<file path="src/rtl/tlu_emulator.sv">
// TLU-side trigger/busy handshake emulator: raises TRIGGER_OUT on request, waits for BUSY,
// shifts the trigger number LSB-first on DUT trigger-clock falling edges, then waits for BUSY low.
module tlu_emulator #(
    parameter int unsigned TRIG_BITS = 16,
    parameter int unsigned TIMEOUT   = 4096
) (
    input  logic                 CLK,
    input  logic                 RST_SYS,
    input  logic                 TRIG_REQ,
    input  logic                 BUSY_IN,
    input  logic                 TRIGGER_CLOCK_IN,
    output logic                 TRIGGER_OUT,
    output logic                 READY,
    output logic [TRIG_BITS-1:0] TRIG_NUM,
    output logic                 DONE,
    output logic                 TIMEOUT_ERR,
    output logic [15:0]          MISSED_CNT
);

    localparam int unsigned IdxW = (TRIG_BITS > 1) ? $clog2(TRIG_BITS) : 1;
    localparam int unsigned CntW = $clog2(TIMEOUT + 1);
    localparam logic [IdxW-1:0] LastIdx = IdxW'(TRIG_BITS - 1);
    localparam logic [CntW-1:0] CntMax  = CntW'(TIMEOUT);

    typedef enum logic [1:0] {StIdle, StTrig, StShift, StRelease} state_e;

    state_e               state_q, state_d;
    logic                 busy_s1_q, busy_s2_q;
    logic                 tck_s1_q, tck_s2_q, tck_last_q;
    logic                 tck_fall_q, tck_rise_q;
    logic [IdxW-1:0]      idx_q, idx_d, idx_nxt;
    logic [CntW-1:0]      cnt_q, cnt_d;
    logic                 trig_out_q, trig_out_d;
    logic [TRIG_BITS-1:0] trig_num_q, trig_num_d;
    logic                 done_q, done_d;
    logic                 tmo_q, tmo_d;
    logic [15:0]          missed_q, missed_d;
    logic                 ready;
    logic                 expired;

    // Not ready during the DONE/TIMEOUT_ERR cycle, so a coincident request counts as missed.
    assign ready   = (state_q == StIdle) && !done_q && !tmo_q;
    assign expired = (cnt_q == CntMax);
    assign idx_nxt = idx_q + 1'b1;

    always_ff @(posedge CLK or posedge RST_SYS) begin
        if (RST_SYS) begin
            state_q    <= StIdle;
            busy_s1_q  <= 1'b0;
            busy_s2_q  <= 1'b0;
            tck_s1_q   <= 1'b0;
            tck_s2_q   <= 1'b0;
            tck_last_q <= 1'b0;
            tck_fall_q <= 1'b0;
            tck_rise_q <= 1'b0;
            idx_q      <= '0;
            cnt_q      <= '0;
            trig_out_q <= 1'b0;
            trig_num_q <= '0;
            done_q     <= 1'b0;
            tmo_q      <= 1'b0;
            missed_q   <= '0;
        end else begin
            state_q    <= state_d;
            busy_s1_q  <= BUSY_IN;
            busy_s2_q  <= busy_s1_q;
            tck_s1_q   <= TRIGGER_CLOCK_IN;
            tck_s2_q   <= tck_s1_q;
            tck_last_q <= tck_s2_q;
            tck_fall_q <= tck_last_q & ~tck_s2_q;
            tck_rise_q <= ~tck_last_q & tck_s2_q;
            idx_q      <= idx_d;
            cnt_q      <= cnt_d;
            trig_out_q <= trig_out_d;
            trig_num_q <= trig_num_d;
            done_q     <= done_d;
            tmo_q      <= tmo_d;
            missed_q   <= missed_d;
        end
    end

    always_comb begin
        state_d    = state_q;
        idx_d      = idx_q;
        cnt_d      = cnt_q;
        trig_out_d = trig_out_q;
        trig_num_d = trig_num_q;
        done_d     = 1'b0;
        tmo_d      = 1'b0;
        missed_d   = missed_q;

        if (TRIG_REQ && !ready && (missed_q != 16'hFFFF)) begin
            missed_d = missed_q + 16'd1;
        end

        case (state_q)
            StIdle: begin
                cnt_d = '0;
                if (TRIG_REQ && ready) begin
                    state_d    = StTrig;
                    trig_out_d = 1'b1;
                end
            end
            StTrig: begin
                if (busy_s2_q) begin
                    state_d    = StShift;
                    trig_out_d = trig_num_q[0];
                    idx_d      = '0;
                    cnt_d      = '0;
                end else if (expired) begin
                    state_d    = StIdle;
                    trig_out_d = 1'b0;
                    tmo_d      = 1'b1;
                    cnt_d      = '0;
                end else begin
                    cnt_d = cnt_q + 1'b1;
                end
            end
            StShift: begin
                if (tck_fall_q) begin
                    cnt_d = '0;
                    if (idx_q == LastIdx) begin
                        state_d    = StRelease;
                        trig_out_d = 1'b0;
                    end else begin
                        idx_d      = idx_nxt;
                        trig_out_d = trig_num_q[idx_nxt];
                    end
                end else if (tck_rise_q) begin
                    cnt_d = '0;
                end else if (expired) begin
                    state_d    = StIdle;
                    trig_out_d = 1'b0;
                    tmo_d      = 1'b1;
                    cnt_d      = '0;
                end else begin
                    cnt_d = cnt_q + 1'b1;
                end
            end
            StRelease: begin
                if (!busy_s2_q) begin
                    state_d    = StIdle;
                    done_d     = 1'b1;
                    trig_num_d = trig_num_q + 1'b1;
                    cnt_d      = '0;
                end else if (expired) begin
                    state_d    = StIdle;
                    trig_out_d = 1'b0;
                    tmo_d      = 1'b1;
                    cnt_d      = '0;
                end else begin
                    cnt_d = cnt_q + 1'b1;
                end
            end
            default: state_d = StIdle;
        endcase
    end

    assign TRIGGER_OUT = trig_out_q;
    assign READY       = ready;
    assign TRIG_NUM    = trig_num_q;
    assign DONE        = done_q;
    assign TIMEOUT_ERR = tmo_q;
    assign MISSED_CNT  = missed_q;

endmodule

</file>
<file path="config.mk">
export PLATFORM = sky130hd
export DESIGN_NAME = tlu_emulator
export DESIGN_NICKNAME = d
export VERILOG_FILES = /design/src/rtl/tlu_emulator.sv
export SDC_FILE = /design/constraint.sdc
export NUM_CORES = 1
export LEC_CHECK = 0
export ABC_AREA = 1
export CORE_UTILIZATION = 58
export CTS_BUF_LIST = sky130_fd_sc_hd__clkbuf_4 sky130_fd_sc_hd__clkbuf_8
export DETAILED_ROUTE_END_ITERATION = 8
export PLACE_DENSITY = 0.8
export SYNTH_ARGS = -nofsm -noshare
export SYNTH_HDL_FRONTEND = slang
export SYNTH_SLANG_ARGS = --single-unit
</file>
<file path="constraint.sdc">
create_clock -name CLK -period 2.6 [get_ports CLK]
set_input_delay 0.52 -clock CLK [delete_from_list [all_inputs] [get_ports CLK]]
set_output_delay 0.52 -clock CLK [all_outputs]
set_load 0.03 [all_outputs]
</file>
Word level (Yosys, flattened, before mapping) --
Index checks and enable logic that the tools add are counted.
Storage, ports and cells: flip-flop bits (word level) 61, bits in latches 0, RAM bits 0, memory bits (read-only) 0, input bits 5, output and inout port bits 36, logic and storage cells 88, memories 0
Operators by class: add/subtract/negate cells 4, multiply operators 0, div/mod/pow operators 0, order comparisons 1, eq/ne operators 13, shifts and indexed selects 0, muxes and demuxes 36, bitwise operators 5, reductions and logical operators 14
Operators by type and width (count):
- $mux W13 | 5
- $pmux W13 S4 | 1
- $add A16 B1 Y16 const B | 2
- $ne A16 B16 Y1 const B | 1
- $mux W1 | 15
- $mux W2 | 7
- $add A13 B1 Y13 const B | 1
- $eq A13 B13 Y1 const B | 1
- $mux W4 | 3
- $ne A2 B2 Y1 const B | 4
- $pmux W2 S4 | 1
- $pmux W4 S2 | 1
- $ne A3 B3 Y1 const B | 2
- $reduce_and A3 Y1 | 2
- $logic_and A1 B1 Y1 | 5
- $lt A4 B5 Y1 const B | 1
- $add A4 B1 Y4 const B | 1
- $bmux W1 S4 | 1
- $eq A2 B2 Y1 const B | 2
- $eq A4 B4 Y1 const B | 1
- $pmux W1 S4 | 1
- $reduce_and A4 Y1 | 1
- $logic_not A1 Y1 | 3
- $not A1 Y1 | 3
- 7 further kinds | 8

Longest topological paths before layout --
depth after elaboration 6, gate-level depth with buffers 9, depth with buffers taken out 9

Least setup slack after synthesis --
Ideal clock, no wire load.
kind register to register, start register missed_q[0], in the netlist MISSED_CNT[0], end register missed_q[2], in the netlist MISSED_CNT[2], library setup time 79 ps, arrival time 1670 ps, data required time 2521 ps, path slack 851 ps, stages on the path, launching flop included 9, buffers on the path 0, clock period less this slack 1749 ps, path through dfrtp_1 > ha_1 > nand3_1 > inv_1 > nand4_1 > nand2_2 > inv_4 > nand2_1 > xor2_1
On the way: word-level cells in the longest chain between the ends 2, elaborated cells on any way between the ends 3, those cells by class add/sub (1); eq/ne (1); reduce/logical (1)
RTL lines:
- start: declaration | line 37 | logic [15:0] missed_q, missed_d;
- start signal: assignment | line 78 | missed_q <= missed_d;
- parallel branches: the longest is 2 deep, another holds $add A16 B1 Y16
Parallel ways; which one is timed is not known. A chain may end at the register's enable or synchronous reset.

Final worst setup path --
start register state_q[0], end output port READY
On the way: word-level cells in the longest chain between the ends 3
RTL lines:
- start: declaration | line 27 | state_e state_q, state_d;
- start signal: assignment | line 48 | state_q <= StIdle;
- start signal: assignment | line 64 | state_q <= state_d;
- $logic_not A2 Y1 | line 42 | assign ready = (state_q == StIdle) && !done_q && !tmo_q;
- $logic_and A1 B1 Y1 (2 in a row) | line 42
- end: declaration | line 13 | output logic READY,
Every way passes these cells.

==> impl_results.md <==
- GRT Util Overall: 24.3%
- Drt first-iter violations: 165
- Effective utilization at floorplan: 60.1%
- Final critical-path share of the clock period: 91.6%
- Number of vias per cell: 5.07
- Final GP Congestion: 0.871
- CTS hold repair buffers: 0
- Cell type contributing the most total cell area after synthesis: sky130_fd_sc_hd__dfrtp_1
- Unrepaired setup endpoints after global routing: no
- Wire length of the first global-routing pass: 11400 um
- Routed via count: 2695
- Total Nets Final: 466
- Kind of start point of the critical path: flop
- IO Pins: 41
- Core region area: 5470 um2
- Routed wire per std cell: 12.0 um
- Measured slew at the worst slew-check pin: 0.372 ns
- Die area: 5970 um2
- Detailed Place HPWL: 4630 um
- Final setup vio count: 0
- MaxCap Viol Count: 0
- Clock insertion delay at the later pin of the skew report: 0.34 ns
- Placement Rows: 27
- Number of distinct library cells after synthesis: 29
- Number of standard cells after synthesis: 406
- Leading post-synthesis cells by cell area: sky130_fd_sc_hd__dfrtp_1 46%, sky130_fd_sc_hd__nand2_1 11%, sky130_fd_sc_hd__xor2_1 8.3%
- Drt drc: 0
- Area grow syn2layout: 20.7%
- Post-synth EDFFs: 0
- Leakage power figure: 0.00186 uW
- Achievable frequency: 420 MHz
- Summed instance area of the synthesized netlist: 3290 um2
- Number of inserted diodes: 0
- Hold violation total from the final report: 0
- Post-CTS setup buffer count: 0
- Share of the synthesized area in the top cell type: 46.4%
- Height of the die: 77.3 um
- TritonCTS Buffers: 9
- Most repeated cell in the gate-level netlist after synthesis: sky130_fd_sc_hd__nand2_1
- Number of clock sinks: 61
- Critical Setup Path Class: flop to output pin
- Number of antenna violations at the first check in global routing: 0
- Clock tree from TritonCTS: done
- Clock slew seen by the registers of the worst setup and hold paths: 0.06 ns
- Class of the tightest hold or removal check: flop to flop
- First-pass iteration count of the detailed router: 4
- Die extent in x: 77.3 um
- Top FF cell, synth: sky130_fd_sc_hd__dfrtp_1
- H-tree depth: 3
- Slew Viols, Final: 0
- Average size of a mapped cell: 8.10 um2
- Register-to-register path setup slack: 0.72 ns
- Signal arrival time at the worst endpoint: 1.86 ns
- Post-synthesis net count: 416
- Number of global-route vias before repair: 2628
- Cell at the root of the clock tree: sky130_fd_sc_hd__clkbuf_8
- Overall power consumption: 3440 uW
- Number of routed nets with antenna violations: 0
- Setup TNS: 0 ns
- Worst vdd rail ir drop: 0.620 mV
- Share of layout cells above drive strength 1: 8.70%
- Post-synthesis sequential element count: 61
- Sum of routed wire length over all layers: 6370 um
- Max Fanout on Critical Path: 6
- PwrDens: 867 nW/um2
- Count of input and output buffers: 40
- Synth Warn #: 0
- Outcome: complete, no violations
- Clk_skew: 0.00679 ns
- Worst path required time: 2.08 ns
- Pin count of the biggest net entering global routing: 62
- Final min period: 2.38 ns
- Post_cts resized: 0
- Register area share after synthesis: 46.4%
- Crit. End Element: output pin
- Clock Path Buffers: 2
- Slew margin rel.: 75.0%
- Global route total overflow: 0
- FFs w/ async S/R, synth: 100%
- Commonest cells post-synth: 99 x sky130_fd_sc_hd__nand2_1, 61 x sky130_fd_sc_hd__dfrtp_1, 56 x sky130_fd_sc_hd__inv_1
==> layout make-up <==
cell class	count	area [um2]
Inverter	59	224
Clock inverter	1	5.00
Fill cell	429	1500
Sequential cell	61	1530
Clock buffer	14	180
Tap cell	72	90.1
Timing Repair Buffer	41	420
Multi-Input combinational cell	284	1520
==> cells in the final DEF (no fill, tap or decap), drive strengths merged <==
master	n
nand3b	2
inv	58
buf	1
clkbuf	14
nand3	38
nand4	6
ha	5
clkinv	2
nor2	56
o21ai	16
dfrtp	61
xnor2	5
a21oi	5
nor3	13
o211ai	1
nor2b	2
o21a	1
xor2	31
and3	1
clkdlybuf4s50	40
nand2	102
==> path summary, 6_finish.rpt <==
path | cells after the start | from | endpoint
setup / recovery | 4 | state_q[0] | READY
hold / removal | 0 | tck_s1_q | tck_s2_q
setup reg to reg | 8 | MISSED_CNT[0] | MISSED_CNT[2]
hold reg to reg | 0 | tck_s1_q | tck_s2_q
max in group asynchronous | 3 | RST_SYS | cnt_q[4]
min in group asynchronous | 3 | RST_SYS | MISSED_CNT[9]
==> routing by layer <==
metal	part of all wire (%)	up-vias	routed length (um)	track usage (%)
met5	0	-	0	0
met4	1.5	0	96	10.2
met3	3.4	10	214	5.24
met2	50	60	3180	41.5
met1	45	1255	2880	29.4
li1	-	1370	-	-
==> power breakdown <==
group	switching [uW]	internal (uW)	total, uW
clock network	346	439	785
logic	846	504	1350
registers	206	1100	1310
==> sequential cells by signal, summed over array words and instances (netlist names) <==
name / cells
cnt_q: 13
busy_s1_q: 1
TIMEOUT_ERR: 1
tck_s2_q: 1
busy_s2_q: 1
TRIGGER_OUT: 1
MISSED_CNT: 16
tck_last_q: 1
tck_fall_q: 1
TRIG_NUM: 16
DONE: 1
idx_q: 4
state_q: 2
tck_rise_q: 1
tck_s1_q: 1
==> worst max-delay path: stages, from the launching register on <==
cell                              delay [ns]
sky130_fd_sc_hd__dfrtp_1                0.48
sky130_fd_sc_hd__nor2_1                 0.15
sky130_fd_sc_hd__inv_1                  0.10
sky130_fd_sc_hd__nor2_2                 0.12
sky130_fd_sc_hd__clkdlybuf4s50_1        0.68
==> through the flow <==
step / worst slack [ns] / utilization (%) / hold WS, ns / std cells / instance area [um2]
4_1_cts: 0.205 / 72.5 / 0.349 / 532 / 3970
2_1_floorplan: 0.567 / - / 0.331 / 406 / 3290
5_1_grt: 0.104 / 72.5 / 0.356 / 532 / 3970
3_3_place_gp: 0.606 / 69.1 / 0.333 / 517 / 3780
6_report: 0.218 / 72.5 / 0.347 / 532 / 3970
3_5_place_dp: 0.577 / 69.1 / 0.335 / 517 / 3780
==> logic make-up after synthesis <==
group / Yosys count / synth area share, %
AND/OR/NAND/NOR: 220 / 31.2
flip-flops: 61 / 46.4
adder cells (fa/ha/maj): 5 / 1.90
buffers and inverters: 61 / 7.27
AO/OA/AOI/OAI: 23 / 3.65
XOR/XNOR: 36 / 9.59
Power figures use the tool's default switching activity.
==> edit 1: new RTL, config.mk and constraints unchanged <==
The parameter `TIMEOUT` goes from 4096 to 16384.
--- a/src/rtl/tlu_emulator.sv
+++ b/src/rtl/tlu_emulator.sv
@@ -3,5 +3,5 @@
 module tlu_emulator #(
     parameter int unsigned TRIG_BITS = 16,
-    parameter int unsigned TIMEOUT   = 4096
+    parameter int unsigned TIMEOUT   = 16384
 ) (
     input  logic                 CLK,
Formal check against the unedited RTL: no difference found for any inputs over 10 cycles, from zero or initial values and one cycle with RST_SYS high; that may be too few to reach the edited logic, so the function may still have changed.
==> edit 1 against the unedited design <==
Worst setup slack lost 0.088 ns; wire length increased by 5.3%; global-route usage increased by 0.59 points; clock skew fell by 0.00063 ns; total power up 2.0%; area after synthesis grew 3.5%; first-iteration DRC count up 15%; sequential cell count increased by 2; design area is 3.8% higher; highest routed layer unchanged.
==> edit 1: results <==
{
  "cts-root-buf": "clkbuf_8",
  "hold_depth": 0,
  "yosys_warnings": 0,
  "first_pass_iters": 5,
  "grt_max_degree": 64,
  "slowest_delay_ns": 0.69,
  "post-place-ws_ns": 0.4860,
  "r2r-end": "MISSED_CNT[14]",
  "cts_inserted_buffers": 9,
  "dp.cells": 538,
  "antenna_cells": 0,
  "gp_congestion": 0.8496,
  "final_cells": 552,
  "postSynthAreaPerCell_um2": 7.954,
  "power.leakage_nw": 1.946,
  "hold_path_startpoint": "tck_s1_q",
  "outcome": "finished, final reports clean",
  "grt_pass1_vias": 2724,
  "post_cts_resized": 0,
  "holdPathEnd": "tck_s2_q",
  "fin_skew_ns": 0.006159,
  "ir_worst_vdd_uv": 692.1,
  "r2r_slack_ns": 0.62,
  "critPathMaxFanout": 5,
  "fin_nets": 487,
  "grt_pass1_wl_um": 11880,
  "yosysSeqAreaShare": 0.4631,
  "clk_latency_ns": 0.34,
  "drt-vias-per-instance": 5.105,
  "remaining_drc_errors": 0,
  "whs_ns": 0.3481,
  "drtIter0Drc": 189,
  "power_frac_comb": 0.360,
  "ys_top_cells_by_area": "dfrtp_1 (46%), nand2_1 (11%), xor2_1 (7.5%)",
  "cts_setup_buffers": 0,
  "cpMaxStageDelayCell": "clkdlybuf4s50_1",
  "wl_um": 6707,
  "drive_gt1_frac": 0.08125,
  "seq-power_mw": 1.31,
  "critPathArrivalTime_ns": 1.95,
  "synthesis.nets": 438,
  "portBuffers": 40,
  "synth_common_cells": "nand2_1 (100), dfrtp_1 (63), inv_1 (62)",
  "detailed_place_hpwl_um": 4925,
  "clockBufferDepth": 2,
  "synth.distinct_cells": 28,
  "grt.total_usage": 0.2484,
  "hold_path.class": "register to register",
  "period_share": 0.9501,
  "num-fill-cells": 440,
  "h-tree-depth": 3,
  "r2r_start": "MISSED_CNT[0]",
  "cts.clk_slew.worst_paths_ns": 0.06,
  "intPower_mw": 2.172,
  "synthFlopType": "dfrtp_1",
  "crit_family": "buffers and inverters",
  "relSlewSlack": 0.7127
}
==> edit 1: cell count changes after synthesis, moves of 2 or more <==
cell     delta
o21ai_0     -4
dfrtp_1     +2
xor2_1      -2
nor2_1      +2
nor2b_2     -2
nand4_1     +2
inv_2       +5
o21ai_1     +4
inv_1       +6
nand3_1     +5
xnor2_1     +3
nor3_1      +2
==> edit 1: routing by layer <==
layer  global-route usage  vias to the layer above  part of all wire
li1                     -                     1442                 -
met1               0.3305                     1319              0.49
met2               0.3861                       51              0.46
met3              0.06860                        6             0.041
met4              0.09259                        0             0.011
met5                    0                        -                 0
==> edit 1: metrics by stage <==
step / area (um^2) / total power [mW] / util
floorplan: 3405 / 2.195 / -
global placement: 3899 / 2.542 / 0.6994
detailed placement: 3899 / 2.593 / 0.6994
CTS: 4118 / 3.537 / 0.7387
global route: 4118 / 3.756 / 0.7387
finish: 4118 / 3.511 / 0.7387
==> edit 1: cell families after synthesis <==
kind of cell    Yosys count  share of synthesized area
simple gates            229                     0.3091
buf+inv                  71                    0.07975
flops                    63                     0.4631
xor+xnor                 37                    0.09519
compound gates           23                    0.03455
fa+ha+maj                 5                    0.01838
==> edit 1: worst max-delay path by stage <==
| stage | cells past startpoint | endpoint | start |
|---|---|---|---|
| final | 4 | READY | state_q[0] |
| after global routing | 4 | READY | state_q[0] |
| after CTS | 4 | READY | state_q[0] |
| after detailed placement | 4 | READY | state_q[0] |
| after global placement | 4 | READY | state_q[0] |
| after floorplan | 1 | DONE | RST_SYS |
==> edit 1: area by class of cell <==
type / count / share of cell area
sequential: 63 / 0.3829
inverter: 68 / 0.06199
clock buffer: 11 / 0.03677
multi-input combinational: 294 / 0.3780
clock inverter: 3 / 0.01641
timing repair buffer: 41 / 0.1021
tap: 72 / 0.02188
==> edit 2: new RTL, same flow settings <==
Without the edit above. Encoding of `state_e`: now one-hot (4 bits for 4 states).
--- a/src/rtl/tlu_emulator.sv
+++ b/src/rtl/tlu_emulator.sv
@@ -23,5 +23,5 @@
     localparam logic [CntW-1:0] CntMax  = CntW'(TIMEOUT);
 
-    typedef enum logic [1:0] {StIdle, StTrig, StShift, StRelease} state_e;
+    typedef enum logic [3:0] {StIdle = 4'b0001, StTrig = 4'b0010, StShift = 4'b0100, StRelease = 4'b1000} state_e;
 
     state_e               state_q, state_d;
Function: same outputs for any inputs over 10 cycles, from zero or initial values and one cycle with RST_SYS high; not proved beyond that.
==> edit 2 against the unedited design <==
Total power is 9.4% lower; design area is 6.5% higher; register-to-register slack worse by 0.05 ns; die area is 8.1% higher; via count is 13% higher; area after synthesis is 8.4% higher; worst setup slack better by 0.25 ns; wire length is 17% higher; sequential cell count is 2 higher; maximum frequency is 11% higher.
==> edit 2: results <==
{
  "outcome": "finished, final reports clean",
  "worst_pin_slew_ns": 0.5803,
  "num-fill-cells": 465,
  "ys_top_cells_by_area": "dfrtp_1 (44%), nand2_1 (11%), xor2_1 (7.4%)",
  "r2r_slack_ns": 0.67,
  "finalCriticalPeriod_ns": 2.137,
  "clockBufferDepth": 2,
  "cts_inserted_buffers": 9,
  "antenna_cells": 0,
  "critPathMaxFanout": 4,
  "hold_path_startpoint": "tck_s1_q",
  "grt_pass1_wl_um": 12300,
  "async_flop_share": 1.000,
  "holdPathEnd": "tck_s2_q",
  "drtIter0Drc": 180,
  "slowest_delay_ns": 0.45,
  "synthesis.nets": 457,
  "post-place-ws_ns": 0.4378,
  "grt_pass1_vias": 2781,
  "gp_congestion": 0.9240,
  "antenna_found_initial": 0,
  "crit_family": "flip-flops",
  "yosysSeqAreaShare": 0.4428,
  "synth.cell_area_um2": 3563,
  "hold_depth": 0,
  "synth.distinct_cells": 33,
  "r2r_start": "state_q[0]",
  "portBuffers": 40,
  "hold_path.class": "register to register",
  "detailed_place_hpwl_um": 5391,
  "cts.clk_slew.worst_paths_ns": 0.07,
  "ir_worst_vdd_uv": 582.3,
  "critPathArrivalTime_ns": 1.62,
  "cts_setup_buffers": 0,
  "synth_common_cells": "nand2_1 (109), dfrtp_1 (62), inv_1 (57)",
  "drive_gt1_frac": 0.09218,
  "grt.total_usage": 0.2507,
  "wl_per_cell_um": 12.97,
  "intPower_mw": 1.875,
  "ff2ff_path_depth": 6,
  "synthFlopType": "dfrtp_1",
  "grt_max_degree": 28,
  "whs_ns": 0.3623,
  "place_area_um2": 4043,
  "fin_nets": 505,
  "h-tree-depth": 3,
  "clk_latency_ns": 0.34,
  "power.leakage_nw": 1.980,
  "drt-vias-per-instance": 5.324,
  "r2r-end": "TRIGGER_OUT",
  "first_pass_iters": 4,
  "cpMaxStageDelayCell": "dfrtp_1",
  "fin_skew_ns": 0.004699
}
==> edit 2: cell types whose count changed after synthesis, moves of 4 or more <==
cell and change:
o22ai_1 +8, nand3_1 +7, nand4_1 +5, inv_2 +4, nand2_1 +10, o21ai_1 +4
==> edit 2: worst max-delay path by stage <==
stage | startpoint | endpoint | depth (start not counted)
after floorplan | RST_SYS | DONE | 1
after CTS | state_q[3] | READY | 6
after detailed placement | state_q[3] | READY | 6
after global routing | state_q[3] | READY | 6
final | state_q[3] | READY | 6
after global placement | state_q[3] | READY | 6
==> edit 2: layout make-up <==
cell class	count	share of cell area
Tap cell	75	0.02220
Inverter	62	0.05505
Clock inverter	3	0.004143
Clock buffer	12	0.03906
Timing Repair Buffer	42	0.1018
Sequential cell	63	0.3732
Multi-Input combinational cell	317	0.4046
==> edit 2: logic make-up after synthesis <==
kind of cell,share of synthesized area
AOI/OAI and AO/OA,0.05653
adders and majority gates,0.01756
xor gates and xnor gates,0.08848
buffers and inverters,0.07725
DFF,0.4428
and+or+nand+nor,0.3174
==> edit 2: stage by stage <==
step | utilization | cells | power, mW
floorplan | - | 447 | 2.046
global placement | 0.6828 | 559 | 2.303
detailed placement | 0.6828 | 559 | 2.330
CTS | 0.7137 | 574 | 3.123
global route | 0.7141 | 574 | 3.305
finish | 0.7141 | 574 | 3.117
==> edit 2: power by group through the flow <==
stage	registers (mW)	logic, mW	clock network (mW)
after global placement	1.25	1.05	0
final	1.24	1.08	0.794
after global routing	1.26	1.20	0.849
after floorplan	1.32	0.729	0
after detailed placement	1.25	1.08	0
after CTS	1.24	1.08	0.803
==> edit 2: routing by layer <==
| layer | global-route usage | vias to the layer above | wire [um] |
|---|---|---|---|
| met5 | 0 | - | 0 |
| li1 | - | 1522 | - |
| met3 | 0.04773 | 13 | 320 |
| met1 | 0.3385 | 1446 | 3423 |
| met2 | 0.3881 | 75 | 3565 |
| met4 | 0.1161 | 0 | 135 |
==> edit 2: worst reg2reg max path, stage by stage (launching register included) <==
cell	delay, ns
dfstp_2	0.59
nor2_1	0.08
nand2_1	0.19
nand4_1	0.51
nand3_1	0.30
nor2_1	0.07
a21oi_1	0.13
